<file path="src/rtl/mem_port_arbiter.sv">
// Single-port memory arbiter for the unified I/D memory: data has priority,
// a starvation counter guarantees fetch progress, and a response FSM tags read data.
module mem_port_arbiter #(
   parameter int ADDR_W     = 6,
   parameter int DATA_W     = 32,
   parameter int STARVE_LIM = 3
) (
   input  logic              clk,
   input  logic              rst,
   input  logic              if_req,
   input  logic [ADDR_W-1:0] if_addr,
   input  logic              d_rd,
   input  logic              d_wr,
   input  logic [ADDR_W-1:0] d_addr,
   input  logic [DATA_W-1:0] port_rdata,
   output logic              port_sel,
   output logic [ADDR_W-1:0] port_addr,
   output logic              port_re,
   output logic              port_we,
   output logic              if_gnt,
   output logic              if_stall,
   output logic              if_rvalid,
   output logic              if_bubble,
   output logic              d_gnt,
   output logic              d_stall,
   output logic              d_rvalid,
   output logic [DATA_W-1:0] rdata,
   output logic              err
);

   typedef enum logic [1:0] {R_NONE, R_IF, R_D} resp_t;

   localparam logic [3:0] LIM = 4'(STARVE_LIM);

   resp_t      resp, resp_nxt;
   logic [3:0] run_cnt, run_nxt;
   logic       ifq_d;
   logic       d_req;

   always_comb begin
      d_req    = d_rd | d_wr;
      if_gnt   = 1'b0;
      d_gnt    = 1'b0;
      run_nxt  = '0;
      resp_nxt = R_NONE;
      // Starved fetch wins over a pending data access exactly once per window.
      if (d_req && if_req && (run_cnt == LIM))
         if_gnt = 1'b1;
      else if (d_req)
         d_gnt = 1'b1;
      else if (if_req)
         if_gnt = 1'b1;

      port_sel  = d_gnt;
      port_addr = port_sel ? d_addr : if_addr;
      port_we   = d_gnt & d_wr;
      port_re   = if_gnt | (d_gnt & d_rd & ~d_wr);
      if_stall  = if_req & ~if_gnt;
      d_stall   = d_req & ~d_gnt;

      if (d_gnt && if_req)
         run_nxt = run_cnt + 4'd1;

      if (if_gnt)
         resp_nxt = R_IF;
      else if (d_gnt && port_re)
         resp_nxt = R_D;
   end

   always_ff @(posedge clk or posedge rst) begin
      if (rst) begin
         resp    <= R_NONE;
         run_cnt <= '0;
         ifq_d   <= 1'b0;
         err     <= 1'b0;
      end else begin
         resp    <= resp_nxt;
         run_cnt <= run_nxt;
         ifq_d   <= if_req;
         if (d_rd && d_wr)
            err <= 1'b1;
      end
   end

   assign if_rvalid = (resp == R_IF);
   assign d_rvalid  = (resp == R_D);
   assign if_bubble = ~if_rvalid & ifq_d;
   assign rdata     = port_rdata;

endmodule

</file>
<file path="config.mk">
export PLATFORM = sky130hd
export DESIGN_NAME = mem_port_arbiter
export DESIGN_NICKNAME = d
export VERILOG_FILES = /design/src/rtl/mem_port_arbiter.sv
export SDC_FILE = /design/constraint.sdc
export NUM_CORES = 1
export LEC_CHECK = 0
export BUFFER_PORTS_ARGS = -buffer_cell sky130_fd_sc_hd__clkbuf_2
export CAP_MARGIN = 20
export CELL_PAD_IN_SITES_DETAIL_PLACEMENT = 1
export CELL_PAD_IN_SITES_GLOBAL_PLACEMENT = 1
export CORE_MARGIN = 2
export CORE_UTILIZATION = 19
export CTS_CLUSTER_DIAMETER = 50
export DETAILED_ROUTE_END_ITERATION = 10
export HOLD_SLACK_MARGIN = 0.1
export PLACE_DENSITY_LB_ADDON = 0.12
export SLEW_MARGIN = 20
export SYNTH_ARGS = -nofsm -noshare
export SYNTH_HDL_FRONTEND = slang
export SYNTH_SLANG_ARGS = --single-unit
</file>
<file path="constraint.sdc">
create_clock -name clk -period 1.93 [get_ports clk]
set_input_delay 0.0965 -clock clk [delete_from_list [all_inputs] [get_ports clk]]
set_output_delay 0.0965 -clock clk [all_outputs]
set_load 0.01 [all_outputs]
</file>
==> out/results.txt, run 1 <==
outcome = complete, no violations
area leader, netlist = buf_4
fin. max-slew vios = 0
maximum VDD drop = 0.224 mV
Max Root-Sink Buffers = 2
Max FO, Critical Path = 9
RSZ-0062 raised after global routing = no
minimum clock period = 1830 ps
CTS resizes = 0
Post-Route WL = 1.46 mm
via count = 458
Sw Ratio = 0.241
flop2flop setup slack = 500 ps
hold endpoint = resp[1]
Gate power share = 0.224
EDFF count, synth = 0
Iter 0 DRT Violations = 6
ys async rst share = 1.00
clock transition at the registers of the reported paths = 40 ps
DRT met1 WL = 505 microns
routed length per instance = 11.6 microns
Final Skew = 2.61 ps
Port Buffers = 33
H-Tree Depth = 1
power density cells = 638 nW/um^2
synthesized area per cell = 9.86 sq um
TritonCTS Sinks = 8
max cap viols = 0
R2R Path Start = run_cnt[0]
critical path data required time = 1830 ps
type of origin of the critical path = flip-flop
metal3 WL = 135 microns
vias per cell = 3.63
CP Launch Point = run_cnt[0]
synth top area cells = buf_4 (34%), dfrtp_1 (28%), mux2_4 (13%), nor2_1 (3.7%), nor2b_1 (3.5%)
initial core utilization = 0.197
HP Class = in2reg
R2R cell count = 4
ys flop type = dfrtp_1
Post-Place Cells = 121
CTS Root Cell = clkbuf_8
Syn. warnings = 0
Worst Tran Pin Value = 457 ps
CTS tree = done
setup tns final = 0 ps
die span in y = 65.5 microns
Final HPWL DP = 1.22 mm
Num CTS Buffers = 3
crit path buf inv count = 1
count leader, synth = buf_4
post-CTS repair timing setup buffer count = 0
DR pass1 iterations = 2
Arrival @ worst endpoint = 1730 ps
Unique masters post-synth = 17
GRT overflow = 0
Setup CP Type = reg2out
layout cells sized above 1 = 0.590
commonest cells in the netlist = buf_4 (33), dfrtp_1 (8), nor2_1 (7), mux2_4 (6), nor2b_1 (4)
nets@finish = 130
worst skew pair latency = 230 ps
Seq pwr share = 0.371
DRT antenna net count = 0
met2 routed WL = 769 microns
relative slew slack = 0.695
core area = 3660 sq um
Seq/Total Area, Yosys = 0.278
CP endpoint kind = output port
Synthesized Nets = 123
antenna violations before repair = 0
post-synthesis register bit count = 8
Die Wd = 65.5 microns
Internal Pwr Total = 367 uW
vias in the first global route = 502
Achievable Freq = 547 MHz
Hold Crit Start = d_wr
Critical-path top delay cell = dfrtp_1
largest net degree at the start of global routing = 10
antenna cell count = 0
final hold vios = 0
Final period util = 0.947
uppermost layer routed = met4
Tot Pwr = 484 uW
Synth top area share = 0.344
# IOs = 98
Hold Crit Depth = 2
switching pwr = 117 uW
Cell Count, Final, Fillers Out = 126
gpl congestion = 0.664
Clock power frac = 0.405
crit-path cells = ha_1 -> and4bb_4 -> nor2_8 -> mux2_4 -> clkbuf_2
post-synthesis cell area = 719 sq um
Syn-to-layout area delta = 5.39%
global-route wire length before repair = 2.26 mm
reg2reg end = resp[0]
cells after synthesis = 73
largest stage delay on the critical path = 390 ps
Leak = 0.404 nW
Die ar. = 4290 sq um
Rows = 22
Final setup viols = 0
kind of cell adding the most delay to the critical path = simple AND/OR/NAND/NOR gates
gr usage total = 0.0723
fillers = 434
Residual DRC = 0
[metal layers]
| metal | global-route usage | up-vias |
|---|---|---|
| met1 | 0.0616 | 215 |
| li1 | - | 209 |
| met4 | 0.0573 | 0 |
| met5 | 0 | - |
| met3 | 0.0325 | 12 |
| met2 | 0.129 | 22 |
[sequential cells by signal, summed over array words and instances, names as in the netlist]
signal / count
resp: 2
err: 1
run_cnt: 4
ifq_d: 1
[cell type report]
| class | instances | area (sq um) | area share |
|---|---|---|---|
| Tap cell | 48 | 60.1 | 0.0792 |
| Sequential cell | 8 | 200 | 0.264 |
| Inverter | 3 | 11.3 | 0.0149 |
| Timing Repair Buffer | 35 | 185 | 0.244 |
| Multi-Input combinational cell | 29 | 260 | 0.343 |
| Clock buffer | 3 | 41.3 | 0.0545 |
[per-stage QoR]
step	setup slack, ps	util	hold slack (ps)	cell area [sq um]
after floorplan	460	-	-87.8	719
after global placement	318	0.190	54.6	697
after detailed placement	294	0.190	61.1	697
after CTS	43.9	0.207	117	758
after global routing	8.84	0.207	129	758
final	103	0.207	127	758
[worst max path at each step]
stage,to,slack (ps),cells after the start
2_1_floorplan,port_addr[0],460,4
3_3_place_gp,port_addr[5],320,5
3_5_place_dp,port_addr[3],290,5
4_1_cts,port_addr[3],40,5
5_1_grt,port_addr[3],9,5
6_report,port_addr[3],100,5
[cell families (layout without fill, tap and decap cells)]
group | after synthesis | in the layout | share of synthesized area
AOI/OAI and AO/OA | 2 | 2 | 0.0226
xor gates and xnor gates | 2 | 2 | 0.0244
adders and majority gates | 1 | 1 | 0.0174
buffers and inverters | 36 | 41 | 0.360
DFF | 8 | 8 | 0.278
muxes | 6 | 6 | 0.125
and+or+nand+nor | 18 | 18 | 0.172
[power groups by stage]
| stage | Sequential [mW] | Combinational [mW] | Clock [mW] |
|---|---|---|---|
| 2_1_floorplan | 0.181 | 0.130 | 0 |
| 3_3_place_gp | 0.182 | 0.107 | 0 |
| 3_5_place_dp | 0.182 | 0.108 | 0 |
| 4_1_cts | 0.180 | 0.111 | 0.209 |
| 5_1_grt | 0.181 | 0.119 | 0.217 |
| 6_report | 0.180 | 0.108 | 0.196 |
[cells in the final DEF, fill, tap and decap left out]
cell	netlist	final
clkbuf_2	0	33
dfrtp_1	8	8
nor2_1	7	7
mux2_4	6	6
nor2b_1	4	4
inv_1	3	3
clkbuf_8	0	3
and2b_2	2	2
dlygate4sd3_1	0	2
and4bb_4	1	1
nor2_8	1	1
nand2b_1	1	1
o221ai_1	1	1
xnor2_1	1	1
nor3b_1	1	1
nand3_1	1	1
xor2_1	1	1
a21o_1	1	1
ha_1	1	1
[timing repair]
action	4_1_cts	5_1_grt
hold buffers	2	0
endpoints found under the setup margin	0	6
hold endpoints to repair	9	0
No activity file was read; power rests on OpenSTA's default activity.
==> run 2, diff against run 1 <==
ABC_CLOCK_PERIOD_IN_PS = 1930   (was default)
CORE_ASPECT_RATIO = 2   (was default)
==> run 2 against run 1 <==
  * First-iteration DRC count shrank 67%
  * Clock power is essentially flat
  * Die area grew 0.69%
  * Critical path type unchanged
  * Critical endpoint is now port_addr[0]
  * Largest cell class unchanged
  * Highest routed layer unchanged
==> out/results.txt, run 2 (same netlist as run 1, synthesis figures left out) <==
outcome = complete, no violations
commonest non-fill, non-tap cell in the layout = clkbuf_2
fillers = 425
Post-Route WL = 1.54 mm
vias in the first global route = 518
initial core utilization = 0.199
final hold vios = 0
antenna cell count = 0
Biggest register = run_cnt
clock transition at the registers of the reported paths = 40 ps
DR pass1 iterations = 4
Rows = 31
largest net degree at the start of global routing = 10
nets@finish = 130
# IOs = 98
die span in y = 91.0 microns
worst hold slack = 134 ps
end of the critical path = port_addr[0]
Max Root-Sink Buffers = 2
metal3 WL = 191 microns
GRT overflow = 0
multi-input logic area = 260 sq um
setup tns final = 0 ps
met2 routed WL = 839 microns
reg2reg end = resp[0]
Die Wd = 47.5 microns
Largest regs = run_cnt x4, resp x2
minimum clock period = 1830 ps
Residual DRC = 0
Worst Tran Pin Value = 445 ps
Area after DPL = 698 sq um
Place WS = 294 ps
power density cells = 642 nW/um^2
max cap viols = 0
core area = 3610 sq um
maximum VDD drop = 0.244 mV
R2R cell count = 4
Syn-to-layout area delta = 5.57%
Num CTS Buffers = 3
Final setup viols = 0
critical path data required time = 1830 ps
TritonCTS Sinks = 8
commonest cells after routing, fill and taps aside = clkbuf_2 (33), dfrtp_1 (8), nor2_1 (7)
Setup WS post-layout = 95.2 ps
Leak = 0.404 nW
Achievable Freq = 545 MHz
Final Skew = 1.25 ps
Reg area = 200 sq um
layout cells sized above 1 = 0.590
post-CTS repair timing setup buffer count = 0
Final HPWL DP = 1.33 mm
Setup CP Type = reg2out
R2R Path Start = run_cnt[0]
via count = 472
CTS tree = done
Cell Count, Final, Fillers Out = 127
vias per cell = 3.72
CP Launch Point = run_cnt[0]
CTS Root Cell = clkbuf_8
gpl congestion = 0.671
RSZ-0062 raised after global routing = no
Die ar. = 4320 sq um
Port Buffers = 33
flop2flop setup slack = 490 ps
type of origin of the critical path = flip-flop
antenna violations before repair = 0
DRT met1 WL = 494 microns
max FFs per register = 4
relative slew slack = 0.703
uppermost layer routed = met4
worst skew pair latency = 220 ps
routed length per instance = 12.1 microns
post-route cell area = 759 sq um
Final period util = 0.951
gr usage total = 0.0794
DRT antenna net count = 0
H-Tree Depth = 1
Arrival @ worst endpoint = 1740 ps
HP Class = in2reg
Post-Place Cells = 122
CP endpoint kind = output port
Max FO, Critical Path = 9
fin. max-slew vios = 0
global-route wire length before repair = 2.42 mm
Iter 0 DRT Violations = 2
run 2: cell counts in the layout (fill, tap and decap cells not counted):
No cell type changed its count.
run 2: critical path: stages, from the launching register on:
cell	delay, ps
dfrtp_1	390
ha_1	240
and4bb_4	250
nor2_8	180
mux2_4	320
clkbuf_2	130
run 2: report_power, final:
part	switching, mW	total [mW]	internal (mW)	leakage (nW)
logic	0.0521	0.109	0.0570	0.282
clock network	0.0635	0.198	0.135	0.0216
registers	0.00397	0.180	0.176	0.101
run 2: worst min-delay path by stage:
| stage | startpoint | end | cells past startpoint | slack [ps] |
|---|---|---|---|---|
| after floorplan | rst | err | 1 | -90 |
| after global placement | rst | ifq_d | 2 | 50 |
| after detailed placement | rst | resp[1] | 2 | 50 |
| after CTS | d_wr | resp[1] | 2 | 130 |
| after global routing | d_wr | resp[1] | 2 | 160 |
| final | d_wr | resp[1] | 2 | 130 |
run 2: area by class of cell:
| cell class | count | area share |
|---|---|---|
| clock buffers | 3 | 0.0544 |
| inverters | 3 | 0.0148 |
| multi-input cells | 29 | 0.343 |
| flip-flops and latches | 8 | 0.264 |
| well taps | 49 | 0.0807 |
| repair buffers | 35 | 0.244 |
run 2: what timing repair did:
action                     CTS  global route
setup endpoints to repair    0             6
hold endpoints to repair     9             0
hold buffers                 2             0
resized for setup            0             0
run 2: stage by stage:
step / utilization / power [mW]
after floorplan: - / 0.311
after global placement: 0.194 / 0.290
after detailed placement: 0.194 / 0.290
after CTS: 0.211 / 0.497
after global routing: 0.211 / 0.515
final: 0.211 / 0.487
run 2: per-layer routing:
metal,up-vias,GRT usage
met4,0,0.0509
met3,2,0.0338
met2,41,0.130
li1,209,-
met1,220,0.0744
met5,-,0
